## config.mk

```make
export PLATFORM = sky130hd
export DESIGN_NAME = onehot_encoder_16_4
export DESIGN_NICKNAME = d
export VERILOG_FILES = /design/src/rtl/onehot_enc_pkg.sv /design/src/rtl/find_first_set.sv /design/src/rtl/onehot_encoder_16_4.sv
export SDC_FILE = /design/constraint.sdc
export NUM_CORES = 1
export LEC_CHECK = 0
export CAP_MARGIN = 10
export CORE_UTILIZATION = 45
export CTS_CLUSTER_SIZE = 8
export DETAILED_ROUTE_END_ITERATION = 10
export GPL_TIMING_DRIVEN = 1
export PLACE_DENSITY = 0.8
export SLEW_MARGIN = 25
export SYNTH_ARGS = -nofsm -noshare
export SYNTH_HDL_FRONTEND = slang
export SYNTH_HIERARCHICAL = 1
export SYNTH_SLANG_ARGS = --single-unit
```

## constraint.sdc

```tcl
create_clock -name clk -period 7.8 [get_ports clk]
set_clock_uncertainty 0.05 [all_clocks]
set_input_delay 1.17 -clock clk [delete_from_list [all_inputs] [get_ports clk]]
set_output_delay 1.17 -clock clk [all_outputs]
set_load 0.02 [all_outputs]
```

## src/rtl/onehot_enc_pkg.sv

```systemverilog
// onehot_enc_pkg: shared widths, FSM state and popcount helper for the 16->4 sequential encoder
package onehot_enc_pkg;
  localparam int IN_W = 16;
  localparam int OUT_W = $clog2(IN_W);
  typedef enum logic {IDLE, EMIT} enc_state_e;
  typedef logic [OUT_W-1:0] enc_idx_t;
  function automatic logic [OUT_W:0] popcount(input logic [IN_W-1:0] v);
    popcount = '0;
    for (int i = 0; i < IN_W; i++) popcount = popcount + (OUT_W+1)'(v[i]);
  endfunction
endpackage

```

## src/rtl/find_first_set.sv

```systemverilog
// find_first_set: combinational priority scan returning the first set bit index, any-set and exactly-one-set flags
module find_first_set
  import onehot_enc_pkg::*;
#(
  parameter bit MSB_FIRST = 1'b0
) (
  input  logic [IN_W-1:0] vec,
  output enc_idx_t        idx,
  output logic            found,
  output logic            single
);
  // later loop iterations win, so the scan runs from the lowest-priority end toward the winner
  always_comb begin
    idx = '0;
    for (int i = 0; i < IN_W; i++)
      if (vec[MSB_FIRST ? i : IN_W-1-i]) idx = OUT_W'(MSB_FIRST ? i : IN_W-1-i);
  end
  assign found  = |vec;
  assign single = found && ((vec & (vec - 1'b1)) == '0);
endmodule

```

## src/rtl/onehot_encoder_16_4.sv

```systemverilog
// onehot_encoder_16_4: latches a request vector and emits each set bit index one beat per handshake (ONEHOT_ENC_MSB_FIRST_EN selects MSB-first order)
module onehot_encoder_16_4
  import onehot_enc_pkg::*;
(
  input  logic            clk,
  input  logic            rst_n,
  input  logic            enable,
  input  logic [IN_W-1:0] in,
  input  logic            in_valid,
  output logic            in_ready,
  output enc_idx_t        out,
  output logic            out_valid,
  input  logic            out_ready,
  output logic            out_last,
  output logic            out_zero,
  output logic [OUT_W:0]  count
);
`ifdef ONEHOT_ENC_MSB_FIRST_EN
  localparam bit MSB_FIRST = 1'b1;
`else
  localparam bit MSB_FIRST = 1'b0;
`endif
  enc_state_e      state_q, state_d;
  logic [IN_W-1:0] pending_q, pending_d;
  enc_idx_t        out_q, out_d, nxt_idx;
  logic            out_valid_q, out_valid_d, out_last_q, out_last_d, out_zero_q, out_zero_d;
  logic [OUT_W:0]  count_q, count_d;
  logic            accept, hs, nxt_found, nxt_single;
  assign in_ready  = (state_q == IDLE) && enable;
  assign accept    = in_valid && in_ready;
  assign hs        = out_valid_q && out_ready;
  assign out       = out_q;
  assign out_valid = out_valid_q;
  assign out_last  = out_last_q;
  assign out_zero  = out_zero_q;
  assign count     = count_q;
  // the scanner looks at next-cycle pending so the beat outputs can be registered
  find_first_set #(.MSB_FIRST(MSB_FIRST)) u_ffs (
    .vec(pending_d), .idx(nxt_idx), .found(nxt_found), .single(nxt_single)
  );
  // next-state: load on accept, retire the presented bit on handshake, hold while stalled
  always_comb begin
    pending_d   = accept ? in : hs ? (pending_q & ~(IN_W'(1) << out_q)) : pending_q;
    state_d     = (state_q == IDLE) ? (accept ? EMIT : IDLE) : ((hs && out_last_q) ? IDLE : EMIT);
    out_valid_d = (state_d == EMIT);
    out_d       = out_valid_d ? nxt_idx : out_q;
    out_last_d  = out_valid_d && (nxt_single || !nxt_found);
    out_zero_d  = accept ? (in == '0) : (out_valid_d && out_zero_q);
    count_d     = accept ? popcount(in) : count_q;
  end
  // state and registered outputs, cleared asynchronously so in-flight beats are dropped
  always_ff @(posedge clk or negedge rst_n) begin
    if (!rst_n) begin
      state_q     <= IDLE;
      pending_q   <= '0;
      out_q       <= '0;
      out_valid_q <= 1'b0;
      out_last_q  <= 1'b0;
      out_zero_q  <= 1'b0;
      count_q     <= '0;
    end else begin
      state_q     <= state_d;
      pending_q   <= pending_d;
      out_q       <= out_d;
      out_valid_q <= out_valid_d;
      out_last_q  <= out_last_d;
      out_zero_q  <= out_zero_d;
      count_q     <= count_d;
    end
  end
endmodule

```

==> run metrics, run 1 <==
number of CTS-inserted buffers=3; Ys Warns=6; critical path capture point type=flip-flop; HPWL Detailed=around 3700 um; Detail Route Antenna Nets=0; Sequential Power Share=about a quarter; Combinational Power Share=60.7%; core area=4060 um^2; I/O Pins=34; Setup WS post-layout=about 3.2 ns; Root Buffer=clkbuf_8; Slowest-stage cell, CP=fa_1; aggregate global routing overflow=0; post-DR wirelength/cell=16.3 um; VDD IR max=0.151 mV; Pre-Repair DR Iteration Count=4; Post-Layout Cell Count=287; setup repair bufs after CTS=0; maximum number of pins on one net before global-route repair=29; RR Startpoint=state_q; Post-synth EDFFs=0; placed cells=approximately 280; Primary FF master, synth=dfrtp_1; Pins Over Slew Limit=0; DIE WIDTH=67.7 um; Final min period=4.58 ns; max incr delay on CP=0.58 ns; Area growth, synth to finish=23.4%; nets@finish=275; crit path DAT=about 4.7 ns; initial antenna violation count=0; HP Start=count[0]; CP required=7.95 ns; outcome=finished clean; CTS resizes=0; CP Buf/Inv Count=4; Placed Area=2320 um^2; Seq/Total Area, Yosys=36.1%; Min-Delay Path Class=reg2reg; Routed WL=4680 um; synthesized net count=240; Die ar.=4580 um^2; Avg Inst Size Synth=9.56 um^2; Largest delay share family, worst path=adder cells; first-pass GRT wire length=7560 um; Distinct cells, synth=42; reg2reg path depth=11; Starting Density=47.8%; crit-path cells=clkdlybuf4s50_1, inv_1, fa_1, fa_1, fa_1, fa_1, inv_1, ha_1, inv_1, fa_1, nor2b_1, o21ai_0, o21ai_0; Max FO, Critical Path=3; Power Density=approximately 390 nW/um^2; P_sw=0.406 mW; switching part of the total=43.3%; # port buffers=33; vias in the first global route=1640; Mapped Cells=203; critical path type=in2reg; Slew HR=37.6%; drc violations=0; clk_lat worst skew=0.28 ns; CTS Sinks=28; DR vias=1663; r2r endpoint=out_last; DP Worst Slack=2.90 ns; Via density=between 5 and 6; share of flip-flops with an asynchronous set or reset=100%; Max Root-Sink Buffers=2; TritonCTS clock tree=done; Mapped Area=1940 um^2; Antenna Cells=0; P_int=~0.53 mW; H-tree depth=1; most frequent cells in the layout=33 x clkdlybuf4s50_1, 30 x inv_1, 28 x dfrtp_1; CTS Hold Bufs=0; synthesized flop and latch total=28; Hold Crit Depth=2; Least-Margin Pin Slew=0.926 ns; leakage power=1.02 nW; startpoint types=input pin; FP Rows=23; Clk pwr share=12.6%; endpoints failing hold=0; most frequent CP cell=fa_1; GRT Util Overall=22.9%; Tcrit/Tclk final=58.7%; maxcap violations=0; Hold Path End=count[0]; CTS clk-pin slew, worst paths=0.10 ns; DR iter-0 viols=~90; Design Area, Final=2390 um^2; Final Wtd Congestion=0.825; unrepaired setup endpoints after global routing=false; Fmax=218 MHz; Reg2Reg Setup Slack=4.59 ns; setup TNS=0 ns; Die H=67.7 um; most common cell after layout, fill and taps aside=clkdlybuf4s50_1; proportion of layout cells with a drive suffix above 1=7.59%; Final setup viols=0
[flip-flops by register name (all words and copies together) (netlist names)]
register	cells
out	4
out_zero	1
count	5
pending_q	16
state_q	1
out_last	1
[metrics by stage]
| step | hold slack [ns] | utilization (%) | power (mW) |
|---|---|---|---|
| 6_report | 0.433 | 59.0 | 0.937 |
| 5_1_grt | 0.478 | 59.0 | 1.02 |
| 4_1_cts | 0.438 | 59.0 | 0.941 |
| 3_5_place_dp | 0.414 | 57.3 | 0.823 |
| 3_3_place_gp | 0.409 | 57.0 | 0.800 |
| 2_1_floorplan | 0.527 | - | 0.667 |
[layer usage]
| metal | share of wire (%) | GRT usage (%) | vias up |
|---|---|---|---|
| met5 | 0 | 0 | - |
| met2 | 50 | 38.0 | 61 |
| met1 | 41 | 27.2 | 790 |
| li1 | - | - | 799 |
| met4 | 3.0 | 13.3 | 0 |
| met3 | 6.6 | 4.73 | 13 |
[worst register-to-register path: cells and delay by family, from the launching register on]
kind                   cells  cell delay (ns)
buffers and inverters      2             0.40
AO/OA/AOI/OAI              4             0.78
AND/OR/NAND/NOR            5             1.39
flip-flops                 1             0.51
[cell usage after synthesis, drive strengths merged (3+ instances only)]
master	instances	share of area (%)
o211ai	12	4.6
fa	10	10
ha	6	3.9
a21oi	9	2.9
nor4	8	4.4
mux2	4	3.1
nand2	14	2.8
nor2	13	2.5
nand4	3	0.97
a211oi	3	1.2
nor3	3	0.77
o311ai	4	1.8
inv	30	5.8
dfrtp	28	36
o21ai	23	5.9
buf	3	1.1
nand3	4	1.0
[power groups by stage]
| stage | registers (mW) | clock network (mW) | logic, mW |
|---|---|---|---|
| 4_1_cts | 0.250 | 0.119 | 0.572 |
| 2_1_floorplan | 0.267 | 0 | 0.400 |
| 5_1_grt | 0.258 | 0.123 | 0.634 |
| 6_report | 0.250 | 0.118 | 0.568 |
| 3_5_place_dp | 0.254 | 0 | 0.570 |
| 3_3_place_gp | 0.250 | 0 | 0.550 |
[area by class of cell]
type | instances | area [um^2]
Fill cell | 360 | 1660
Clock inverter | 1 | 30.0
Clock buffer | 3 | 41.3
Multi-Input combinational cell | 140 | 1100
Tap cell | 50 | 62.6
Sequential cell | 28 | 701
Timing Repair Buffer | 35 | 349
Inverter | 30 | 113
[worst max path at each step]
stage	start	end	slack (ns)	cells past startpoint
2_1_floorplan	in[0]	count[4]	3.61	12
3_3_place_gp	in[0]	count[4]	3.03	13
3_5_place_dp	in[0]	count[4]	2.90	13
4_1_cts	in[0]	count[4]	3.20	13
5_1_grt	in[5]	count[4]	3.02	13
6_report	in[0]	count[4]	3.22	13
[kinds of logic after synthesis]
| group | count (synthesis) | synth area share [%] |
|---|---|---|
| XOR/XNOR | 2 | 0.903 |
| AO/OA/AOI/OAI | 62 | 21.3 |
| adder cells (fa/ha/maj) | 16 | 14.2 |
| AND/OR/NAND/NOR | 56 | 17.2 |
| buffers and inverters | 35 | 7.29 |
| multiplexers | 4 | 3.09 |
| flip-flops | 28 | 36.1 |
Power figures use the tool's default switching activity.
==> run 2, diff against run 1 <==
--- a/config.mk
+++ b/config.mk
@@ -10,7 +10,7 @@
 export CTS_CLUSTER_SIZE = 8
 export DETAILED_ROUTE_END_ITERATION = 10
 export GPL_TIMING_DRIVEN = 1
-export PLACE_DENSITY = 0.8
+export PLACE_DENSITY = 0.82
 export SLEW_MARGIN = 25
 export SYNTH_ARGS = -nofsm -noshare
 export SYNTH_HDL_FRONTEND = slang
==> constraint.sdc (replaced) <==
create_clock -name clk -period 3.9 [get_ports clk]
set_clock_uncertainty 0.05 [all_clocks]
set_input_delay 0.585 -clock clk [delete_from_list [all_inputs] [get_ports clk]]
set_output_delay 0.585 -clock clk [all_outputs]
set_load 0.02 [all_outputs]
==> run metrics, run 2 (synthesized netlist as in run 1, its figures left out) <==
Largest register FFs=16; most frequent CP cell=fa_1; DIE WIDTH=67.7 um; largest register by flop count=pending_q; CTS Sinks=28; Reg2Reg Setup Slack=0.74 ns; Slew HR=between 30% and 40%; Tcrit/Tclk final=91.1%; proportion of layout cells with a drive suffix above 1=roughly 18%; Detail Route Antenna Nets=0; Design Area, Final=2530 um^2; crit path to=count[4]; H-tree depth=1; Die H=between 60 and 70 um; crit path DAT=3.71 ns; Pins Over Slew Limit=0; Final min period=3.55 ns; placed cells=around 300; outcome=finished clean; Root Buffer=clkbuf_8; critical path type=in2reg; DR vias=between 1500 and 2000; CP required=4.06 ns; CP Buf/Inv Count=4; critical path capture point type=flip-flop; Layout Utilization=62.3%; Min-Delay Path Class=reg2reg; reg2reg path depth=8; Placed Area=2420 um^2; Worst path depth=13; Power Density=between 700 and 800 nW/um^2; Max Root-Sink Buffers=2; DR iter-0 viols=approximately 130; FP Rows=23; most frequent cells in the layout=28 x dfrtp_1, 24 x clkdlybuf4s50_1, 21 x o21ai_0; VDD IR max=approximately 0.31 mV; Setup WS post-layout=0.348 ns; GRT Util Overall=24.1%; endpoints failing hold=0; leakage power=1.15 nW; DP Worst Slack=-0.365 ns; first-pass GRT wire length=8050 um; r2r endpoint=out[1]; Largest delay share family, worst path=adder cells; Routed WL=4850 um; Post-Layout Cell Count=300; Antenna Cells=0; unrepaired setup endpoints after global routing=false; most common cell after layout, fill and taps aside=dfrtp_1; fillers=326; number of CTS-inserted buffers=3; nets@finish=288; drc violations=0; HPWL Detailed=about 3700 um; startpoint types=input pin; # port buffers=33; Final Wtd Congestion=0.814; max incr delay on CP=0.57 ns; Fin Hold WS=0.435 ns; Die ar.=4580 um^2; vias in the first global route=1731; Fmax=282 MHz; I/O Pins=34; CTS clk-pin slew, worst paths=0.09 ns; Least-Margin Pin Slew=0.895 ns; core area=4060 um^2; Starting Density=47.8%; Max FO, Critical Path=2; Final setup viols=0; Slowest-stage cell, CP=fa_1; aggregate global routing overflow=0; maximum number of pins on one net before global-route repair=29; crit-path cells=dlymetal6s2s_1, inv_2, fa_1, fa_1, fa_1, fa_1, inv_2, ha_4, inv_2, fa_2, nor2b_1, o21ai_1, o21ai_1; TritonCTS clock tree=done; CTS Hold Bufs=0; RR Startpoint=state_q; crit path launch=in[11]; Via density=5.72; Pre-Repair DR Iteration Count=4; initial antenna violation count=0; maxcap violations=0; Area growth, synth to finish=30.2%; post-DR wirelength/cell=16.2 um; clk_lat worst skew=0.28 ns
## run 2: layout make-up
cell class	instances	area (um^2)	share of cell area [%]
timing repair buffer	48	465	18.4
inverter	30	113	4.46
clock buffer	3	41.3	1.63
clock inverter	1	30.0	1.19
tap	50	62.6	2.48
sequential	28	701	27.7
multi-input combinational	140	1110	44.1
## run 2: power by group
group          switching (mW)  internal (mW)  total, mW
combinational           0.661          0.556       1.22
sequential             0.0849          0.417      0.502
clock                  0.0921          0.138      0.230
total                   0.838           1.11       1.95
## run 2: how the worst min path moves through the flow
stage | start | end | cells after the start
floorplan | rst_n | count[0] | 0
CTS | count[2] | count[2] | 2
global route | count[2] | count[2] | 2
global placement | count[1] | count[1] | 2
detailed placement | count[2] | count[2] | 2
finish | count[2] | count[2] | 2
## run 2: worst register-to-register path: cells and delay by family, from the launching register on
family	cells	cell delay (ns)
mux	1	0.27
simple gates	2	0.67
compound gates	4	1.20
buf+inv	1	0.36
flops	1	0.51
## run 2: what timing repair did
item | 4_1_cts | 5_1_grt
resized for setup | 2 | 23
pin swaps | 0 | 10
setup endpoints to repair | 2 | 3
buffers inserted | 0 | 0
## run 2: metal layers
| layer | track usage, % | vias up | wire length (um) |
|---|---|---|---|
| met2 | 37.5 | 57 | 2350 |
| met4 | 13.6 | 0 | 106 |
| li1 | - | 824 | - |
| met1 | 31.4 | 825 | 2140 |
| met5 | 0 | - | 0 |
| met3 | 4.22 | 9 | 256 |
## run 2: per-stage QoR
| step | total power, mW | setup TNS, ns |
|---|---|---|
| floorplan | 1.33 | 0 |
| global placement | 1.65 | -0.733 |
| detailed placement | 1.69 | -1.07 |
| CTS | 1.93 | 0 |
| global route | 2.12 | 0 |
| finish | 1.95 | 0 |
